[src/rtl/dac_serializer.sv]
// Output stage: sample-rate tick generator, saturating 24-to-16-bit offset-binary
// conversion and MSB-first serial shifting to a 16-bit DAC (SCLK / SYNC_n / DIN).
module dac_serializer #(
    parameter int SAMPLE_DIV = 1000,
    parameter int SCLK_DIV   = 2,
    parameter int SHIFT      = 3
) (
    input  logic        i_clk,
    input  logic        i_reset,
    input  logic [23:0] i_sample,
    output logic        o_sample_tick,
    output logic [15:0] o_dac_word,
    output logic        o_dac_sclk,
    output logic        o_dac_sync_n,
    output logic        o_dac_din,
    output logic        o_busy,
    output logic        o_overrun
);

    localparam int CW = $clog2(SAMPLE_DIV);
    localparam int DW = (SCLK_DIV > 1) ? $clog2(SCLK_DIV) : 1;

    typedef enum logic {ST_IDLE, ST_SHIFT} state_t;

    state_t        state, state_n;
    logic [CW-1:0] sample_cnt;
    logic [DW-1:0] div_cnt, div_n;
    logic [4:0]    half_cnt, half_n;
    logic [15:0]   shreg, shreg_n;
    logic [15:0]   word, word_n;
    logic          sclk, sclk_n;
    logic          sync_n, sync_n_n;
    logic          din, din_n;
    logic          busy, busy_n;
    logic          overrun, overrun_n;
    logic          tick;

    logic signed [23:0] shifted;
    logic        [15:0] clamped;
    logic        [15:0] code;

    always_ff @(posedge i_clk) begin
        if (i_reset)
            sample_cnt <= '0;
        else if (sample_cnt == CW'(SAMPLE_DIV - 1))
            sample_cnt <= '0;
        else
            sample_cnt <= sample_cnt + CW'(1);
    end

    assign tick = (sample_cnt == CW'(SAMPLE_DIV - 1));

    assign shifted = $signed(i_sample) >>> SHIFT;

    always_comb begin
        if (shifted > 24'sd32767)
            clamped = 16'h7FFF;
        else if (shifted < -24'sd32768)
            clamped = 16'h8000;
        else
            clamped = shifted[15:0];
    end

    assign code = {~clamped[15], clamped[14:0]};

    // Each SCLK half-period is one half_cnt step; half 0 is the leading high phase
    // and the 16th falling edge enters half 31, after which the frame closes.
    always_comb begin
        state_n   = state;
        div_n     = div_cnt;
        half_n    = half_cnt;
        shreg_n   = shreg;
        word_n    = word;
        sclk_n    = sclk;
        sync_n_n  = sync_n;
        din_n     = din;
        busy_n    = busy;
        overrun_n = overrun;
        case (state)
            ST_IDLE: begin
                if (tick) begin
                    state_n  = ST_SHIFT;
                    word_n   = code;
                    shreg_n  = code;
                    din_n    = code[15];
                    sync_n_n = 1'b0;
                    busy_n   = 1'b1;
                    sclk_n   = 1'b1;
                    div_n    = '0;
                    half_n   = '0;
                end
            end
            ST_SHIFT: begin
                if (tick)
                    overrun_n = 1'b1;
                if (div_cnt == DW'(SCLK_DIV - 1)) begin
                    div_n = '0;
                    if (half_cnt == 5'd31) begin
                        state_n  = ST_IDLE;
                        sync_n_n = 1'b1;
                        busy_n   = 1'b0;
                        din_n    = 1'b0;
                        sclk_n   = 1'b1;
                    end else begin
                        half_n = half_cnt + 5'd1;
                        sclk_n = ~sclk;
                        if (!sclk) begin
                            shreg_n = {shreg[14:0], 1'b0};
                            din_n   = shreg[14];
                        end
                    end
                end else begin
                    div_n = div_cnt + DW'(1);
                end
            end
            default: state_n = ST_IDLE;
        endcase
    end

    always_ff @(posedge i_clk) begin
        if (i_reset) begin
            state    <= ST_IDLE;
            div_cnt  <= '0;
            half_cnt <= '0;
            shreg    <= '0;
            word     <= 16'h8000;
            sclk     <= 1'b1;
            sync_n   <= 1'b1;
            din      <= 1'b0;
            busy     <= 1'b0;
            overrun  <= 1'b0;
        end else begin
            state    <= state_n;
            div_cnt  <= div_n;
            half_cnt <= half_n;
            shreg    <= shreg_n;
            word     <= word_n;
            sclk     <= sclk_n;
            sync_n   <= sync_n_n;
            din      <= din_n;
            busy     <= busy_n;
            overrun  <= overrun_n;
        end
    end

    assign o_sample_tick = tick;
    assign o_dac_word    = word;
    assign o_dac_sclk    = sclk;
    assign o_dac_sync_n  = sync_n;
    assign o_dac_din     = din;
    assign o_busy        = busy;
    assign o_overrun     = overrun;

endmodule

[config.mk]
export PLATFORM = sky130hd
export DESIGN_NAME = dac_serializer
export DESIGN_NICKNAME = d
export VERILOG_FILES = /design/src/rtl/dac_serializer.sv
export SDC_FILE = /design/constraint.sdc
export NUM_CORES = 1
export LEC_CHECK = 0
export CELL_PAD_IN_SITES_DETAIL_PLACEMENT = 0
export CELL_PAD_IN_SITES_GLOBAL_PLACEMENT = 1
export CORE_ASPECT_RATIO = 1.4
export CORE_UTILIZATION = 41
export CTS_CLUSTER_DIAMETER = 40
export DETAILED_ROUTE_END_ITERATION = 7
export PLACE_DENSITY_LB_ADDON = 0.1
export SLEW_MARGIN = 25
export SYNTH_ARGS = -nofsm -noshare
export SYNTH_HDL_FRONTEND = slang
export SYNTH_SLANG_ARGS = --single-unit
[constraint.sdc]
create_clock -name i_clk -period 3.1 [get_ports i_clk]
set_clock_uncertainty 0.05 [all_clocks]
set_input_delay 0.31 -clock i_clk [delete_from_list [all_inputs] [get_ports i_clk]]
set_output_delay 0.31 -clock i_clk [all_outputs]
set_load 0.01 [all_outputs]
==> impl_metrics.yaml, run 1 <==
outcome:
  status: "complete, no violations"
cells_and_area:
  regArea_mm2: 0.00106
  nNetsFinal: 320
  multiInputGateArea_mm2: 0.00119
  area_growth_pct: 23.6
  fill_cells: 549
  antenna_cells: 0
  layout-drive-gt1-share_pct: 8.25
floorplanning:
  initial_utilization_pct: 42.9
  die_h_um: 92.0
  core.rowCount: 32
  ios: 48
  core_mm2: 0.00553
  design.die.area_mm2: 0.00609
  die-width_um: 66.3
setup_path:
  r2r_setup_slack_ns: 0.94
  critPathKind: "flop to output pin"
  cp_top_family: "buffers and inverters"
  cp_slowest_cell: "clkdlybuf4s50_1"
  rr_worst_depth: 5
  cp_cell_sequence: "ha_1 > and4_1 > nand3_1 > inv_1 > clkdlybuf4s50_1"
  cp_data_arrival_time_ns: 1.96
  cp_max_fo: 5
  rr_startpoint: "sample_cnt[0]"
  path_buf_inv: 2
  end_kind: "output pin"
  timing.rr.end: "shreg[3]"
  cp_slowest_stage_delay_ns: 0.54
  critPathLaunch: "sample_cnt[0]"
  worstPathRequired_ns: 2.74
  path_depth: 5
  crit_path_start_kind: "flop"
logic_synthesis:
  yosysSeqAreaShare_pct: 44.8
  synth_top_area_share_pct: 44.8
  syn_avg_cell_area_um2: 9.26
  synth.area.top_cells: "dfxtp_1, o221ai_2, nand4b_1"
  ys_seq_elements: 53
  synthArstFlopShare_pct: 0
  synthFlopType: "dfxtp_1"
  ys_warn_count: 0
  synthTopCellsByCount: "dfxtp_1, nor2_1, a21oi_1"
  synth-edff-count: 0
  syn_nets: 285
  yosysUniqueCellTypes: 37
  yosysMostFrequentCell: "dfxtp_1"
  synthCells: 256
  syn-cell-area_mm2: 0.00237
  yosys.area.top_type: "dfxtp_1"
clocking:
  clock_path_buffers: 2
  cts_buffers: 5
  cts_resized: 0
  cts.clk_slew.worst_paths_ns: 0.09
  cts_tree: "done"
  cts.root.buffer_cell: "clkbuf_8"
  clk_latency_ns: 0.30
  htree_levels: 2
  cts_sinks: 53
  cts_setup_buffers: 0
  cts_hold_buf: 0
sta:
  slew_viol_final: 0
  setup_violations: 0
  setup_ws_ns: 0.780
  fmax_ghz: 0.431
  finalCritPeriodShare_pct: 74.8
  grt_setup_unrepaired: "no"
  tightest_slew_ns: 0.713
  final-hold-violation-count: 0
  fin_crit_ns: 2.32
  slew-limit-headroom_pct: 52.5
  setup_tns_ns: 0
  hold_slack_ns: 0.403
pwr:
  p_int_uw: 903
  swShare_pct: 22.2
  power.share.sequential_pct: 59.1
  ir_worst_vdd_mv: 0.245
  clockPowerShare_pct: 34.0
  p_comb_share_pct: 6.9
  power.switching_uw: 258
  leakage_uw: 0.000975
  power.density_mw_per_mm2: 396
grt:
  grt_pass1_vias: 1830
  grt-ovfl-total: 0
  grt_max_degree: 62
  grt_usage_pct: 17.6
  grt_first_pass_wirelength_um: 8440
  antenna_found_initial: 0
worst_hold_path:
  min-delay-start: "sample_cnt[0]"
  hold_path_end: "sample_cnt[0]"
  holdPathStages: 1
  min_path_type: "flop to flop"
place:
  pre_cts_ws_ns: 0.922
  place.port_buffers: 44
  routabilityCongestion: 0.759
  hpwl_um: 3300
drt:
  first_iter_violations: 74
  drtAntennaViolNets: 0
  drc: 0
  first_pass_iters: 4
  wl_met2_um: 2370
  dr_wl_met3_um: 190
  wl_per_cell_um: 13.8
  top_layer_used: "met4"
  route.vias.total: 1938
  vias_per_cell: 5.40
  met1_length_um: 2290
  drt-total-wl_um: 4940
job:
  maxCapViolCount: 0
==> routing by layer <==
| metal | vias up | track usage [%] |
|---|---|---|
| met2 | 39 | 29.4 |
| li1 | 1008 | - |
| met3 | 9 | 3.61 |
| met4 | 0 | 6.74 |
| met1 | 882 | 21.7 |
| met5 | - | 0 |
==> cell usage in the layout (no fill, tap or decap), types with 2 or more instances in the layout <==
cell             instances
ha_1                     3
xnor2_1                  4
nand2_1                  9
nor2_1                  32
dfxtp_1                 53
inv_1                    3
a211oi_1                15
or3_1                    2
buf_4                    7
nand4b_1                15
nand4_1                  3
nor3_1                   4
nand2b_1                18
o221ai_2                10
a31oi_1                  2
a21oi_1                 22
and3_1                   2
clkbuf_8                 6
xor2_1                   6
nand3_1                 10
o21ai_1                  2
clkdlybuf4s50_1         44
o221ai_1                 4
mux2i_1                  2
a311oi_1                 2
==> through the flow <==
stage / std cells / area [um^2] / power [uW] / util [%]
after floorplan: 256 / 2370 / 740 / -
after global placement: 352 / 2840 / 783 / 51.4
after detailed placement: 352 / 2840 / 782 / 51.4
after CTS: 359 / 2930 / 1180 / 53.0
after global routing: 359 / 2930 / 1210 / 53.0
final: 359 / 2930 / 1160 / 53.0
==> sequential cells by signal, summed over array words and instances, names as in the netlist <==
name          cells
o_overrun         1
o_dac_sclk        1
div_cnt           1
shreg            15
o_dac_word       16
sample_cnt       10
half_cnt          5
state             1
o_dac_din         1
o_busy            1
o_dac_sync_n      1
==> layout make-up <==
| class | count | area share [%] |
|---|---|---|
| Timing Repair Buffer | 51 | 16.8 |
| Multi-Input combinational cell | 177 | 40.7 |
| Inverter | 3 | 0.384 |
| Sequential cell | 53 | 36.2 |
| Clock buffer | 7 | 2.95 |
| Tap cell | 68 | 2.90 |
==> power groups by stage <==
stage | combinational (uW) | clock, uW | sequential [uW]
3_5_place_dp | 80.2 | 0 | 702
4_1_cts | 80.5 | 410 | 686
2_1_floorplan | 38.7 | 0 | 702
5_1_grt | 87.6 | 433 | 687
6_report | 80.1 | 394 | 686
3_3_place_gp | 80.5 | 0 | 702
==> logic make-up (layout without fill, tap and decap cells) <==
family          Yosys count  in the layout  synth area share (%)
compound gates           62             62                  20.5
fa+ha+maj                 3              3                  1.58
simple gates            100            100                  23.6
mux                       2              2                 0.845
xor+xnor                 10             10                  3.70
flops                    53             53                  44.8
buf+inv                  26             61                  4.96
==> worst max path at each step <==
stage               endpoint
3_5_place_dp        shreg[3]
2_1_floorplan       shreg[6]
4_1_cts        o_sample_tick
3_3_place_gp   o_dac_word[1]
6_report       o_sample_tick
5_1_grt        o_sample_tick
Note: power is estimated with default switching activity, not from simulation.
==> inputs of run 2 (changes only) <==
Settings changed: CORE_UTILIZATION 41 to 35.
Clock period 3.1 ns to 1.9 ns, I/O delays scaled along.
==> run 2 against run 1 <==
- global-route usage decreased by 2.0 points
- critical path depth increased by 2
- sequential share of layout area decreased by 2.3 points
- first-iteration DRC count increased by 12%
- largest cell class unchanged
- largest power group unchanged
==> impl_metrics.yaml, run 2 (synthesized netlist as in run 1, its figures left out) <==
outcome:
  status: "complete, no violations"
grt:
  grt-ovfl-total: 0
  grt_usage_pct: 15.6
  grt_max_degree: 34
  antenna_found_initial: 0
  grt_first_pass_wirelength_um: 8930
  grt_pass1_vias: 1944
clocking:
  cts_setup_buffers: 0
  cts.root.buffer_cell: "clkbuf_8"
  cts_tree: "done"
  clock_path_buffers: 2
  cts_hold_buf: 0
  clk_latency_ns: 0.30
  cts_buffers: 5
  cts.clk_slew.worst_paths_ns: 0.09
  htree_levels: 2
  cts_sinks: 53
place:
  placed_cell_area_mm2: 0.00299
  routabilityCongestion: 0.781
  hpwl_um: 3600
  place.port_buffers: 44
  place_inst: 370
sta:
  finalCritPeriodShare_pct: 95.5
  hold_slack_ns: 0.211
  setup_violations: 0
  slew_viol_final: 0
  fmax_ghz: 0.551
  slew-limit-headroom_pct: 77.9
  final-hold-violation-count: 0
  fin_crit_ns: 1.81
  tightest_slew_ns: 0.331
job:
  maxCapViolCount: 0
pwr:
  ir_worst_vdd_mv: 0.409
  power.density_mw_per_mm2: 600
  leakage_uw: 0.00106
  totalPowerFinal_uw: 1880
drt:
  drc: 0
  wl_per_cell_um: 13.9
  top_layer_used: "met4"
  first_iter_violations: 83
  dr_wl_met3_um: 191
  drtAntennaViolNets: 0
  vias_per_cell: 5.24
  wl_met2_um: 2610
  met1_length_um: 2410
  drt-total-wl_um: 5280
  first_pass_iters: 4
  route.vias.total: 1987
floorplanning:
  die-width_um: 71.5
  design.die.area_mm2: 0.00711
  die_h_um: 99.4
  initial_utilization_pct: 36.1
  ios: 48
  core.rowCount: 35
  core_mm2: 0.00657
setup_path:
  critPathKind: "flop to flop"
  cp_cell_sequence: "ha_1 > and3_4 > ha_4 > nand3b_1 > o21ai_4 > clkbuf_16 > o221ai_2"
  worstPathRequired_ns: 2.04
  crit_path_start_kind: "flop"
  cp_data_arrival_time_ns: 1.95
  cp_slowest_cell: "dfxtp_1"
  cp_max_fo: 7
  cp_slowest_stage_delay_ns: 0.32
  end_kind: "flop"
cells_and_area:
  final_cell_mix: "dfxtp_1, clkdlybuf4s50_1, nor2_1, a21oi_1, nand2b_1"
  fill_cells: 650
  nNetsFinal: 333
  fin_area_mm2: 0.00313
  layout-drive-gt1-share_pct: 14.8
  antenna_cells: 0
  area_growth_pct: 31.9
  largest_register_ffs: 16
  fin_cells: 379
  final_common_cell: "dfxtp_1"
worst_hold_path:
  min_path_type: "input port to flop"
## run 2: cell types whose count changed in the layout (fill, tap and decap cells not counted), sizes merged
cell	previous run	this run
buf	7	20
clkdlybuf4s50	44	42
clkinv	0	2
clkdlybuf4s15	0	1
## run 2: worst paths after layout
path	from	end	slack, ns	cells past startpoint
max	half_cnt[0]	shreg[13]	0.09	7
min	i_reset	div_cnt	0.21	2
max reg2reg	half_cnt[0]	shreg[13]	0.09	7
min reg2reg	sample_cnt[0]	sample_cnt[0]	0.37	1
## run 2: layer usage
metal | GRT usage (%) | vias up
met4 | 4.52 | 0
met5 | 0 | -
met3 | 3.14 | 5
met1 | 18.5 | 912
met2 | 28.0 | 40
li1 | - | 1030
## run 2: worst max-delay path: cells and delay by family, from the launching register on
| kind | cells | cell delay [ns] |
|---|---|---|
| and+or+nand+nor | 2 | 0.44 |
| AOI/OAI and AO/OA | 2 | 0.33 |
| buffers and inverters | 1 | 0.20 |
| adders and majority gates | 2 | 0.37 |
| DFF | 1 | 0.32 |
## run 2: power by group
part / total (uW) / internal [uW] / switching (uW)
sequential: 1120 / 1120 / 3.00
clock: 623 / 257 / 366
combinational: 135 / 70.2 / 64.6
## run 2: final cells by class
cell class / count / area, um^2 / area share, %
clock buffers: 6 / 72.6 / 2.32
clock inverters: 2 / 10.0 / 0.320
inverters: 3 / 11.3 / 0.360
multi-input cells: 177 / 1220 / 39.2
flip-flops and latches: 53 / 1060 / 34.0
well taps: 74 / 92.6 / 2.96
repair buffers: 64 / 653 / 20.9
## run 2: what timing repair did
item                       4_1_cts  5_1_grt
cloned                           0        1
hold endpoints to repair         0        0
setup endpoints to repair        1       16
resized for setup                2        8
pin swaps                        0        1
## run 2: per-stage QoR
step           setup slack, ns   TNS (ns)  util, %
3_3_place_gp            0.0409          0     45.5
5_1_grt               -0.00645    -0.0164     47.6
2_1_floorplan          0.00443          0        -
3_5_place_dp         -0.000238  -0.000238     45.5
4_1_cts               0.000829          0     46.8
6_report                0.0857          0     47.6
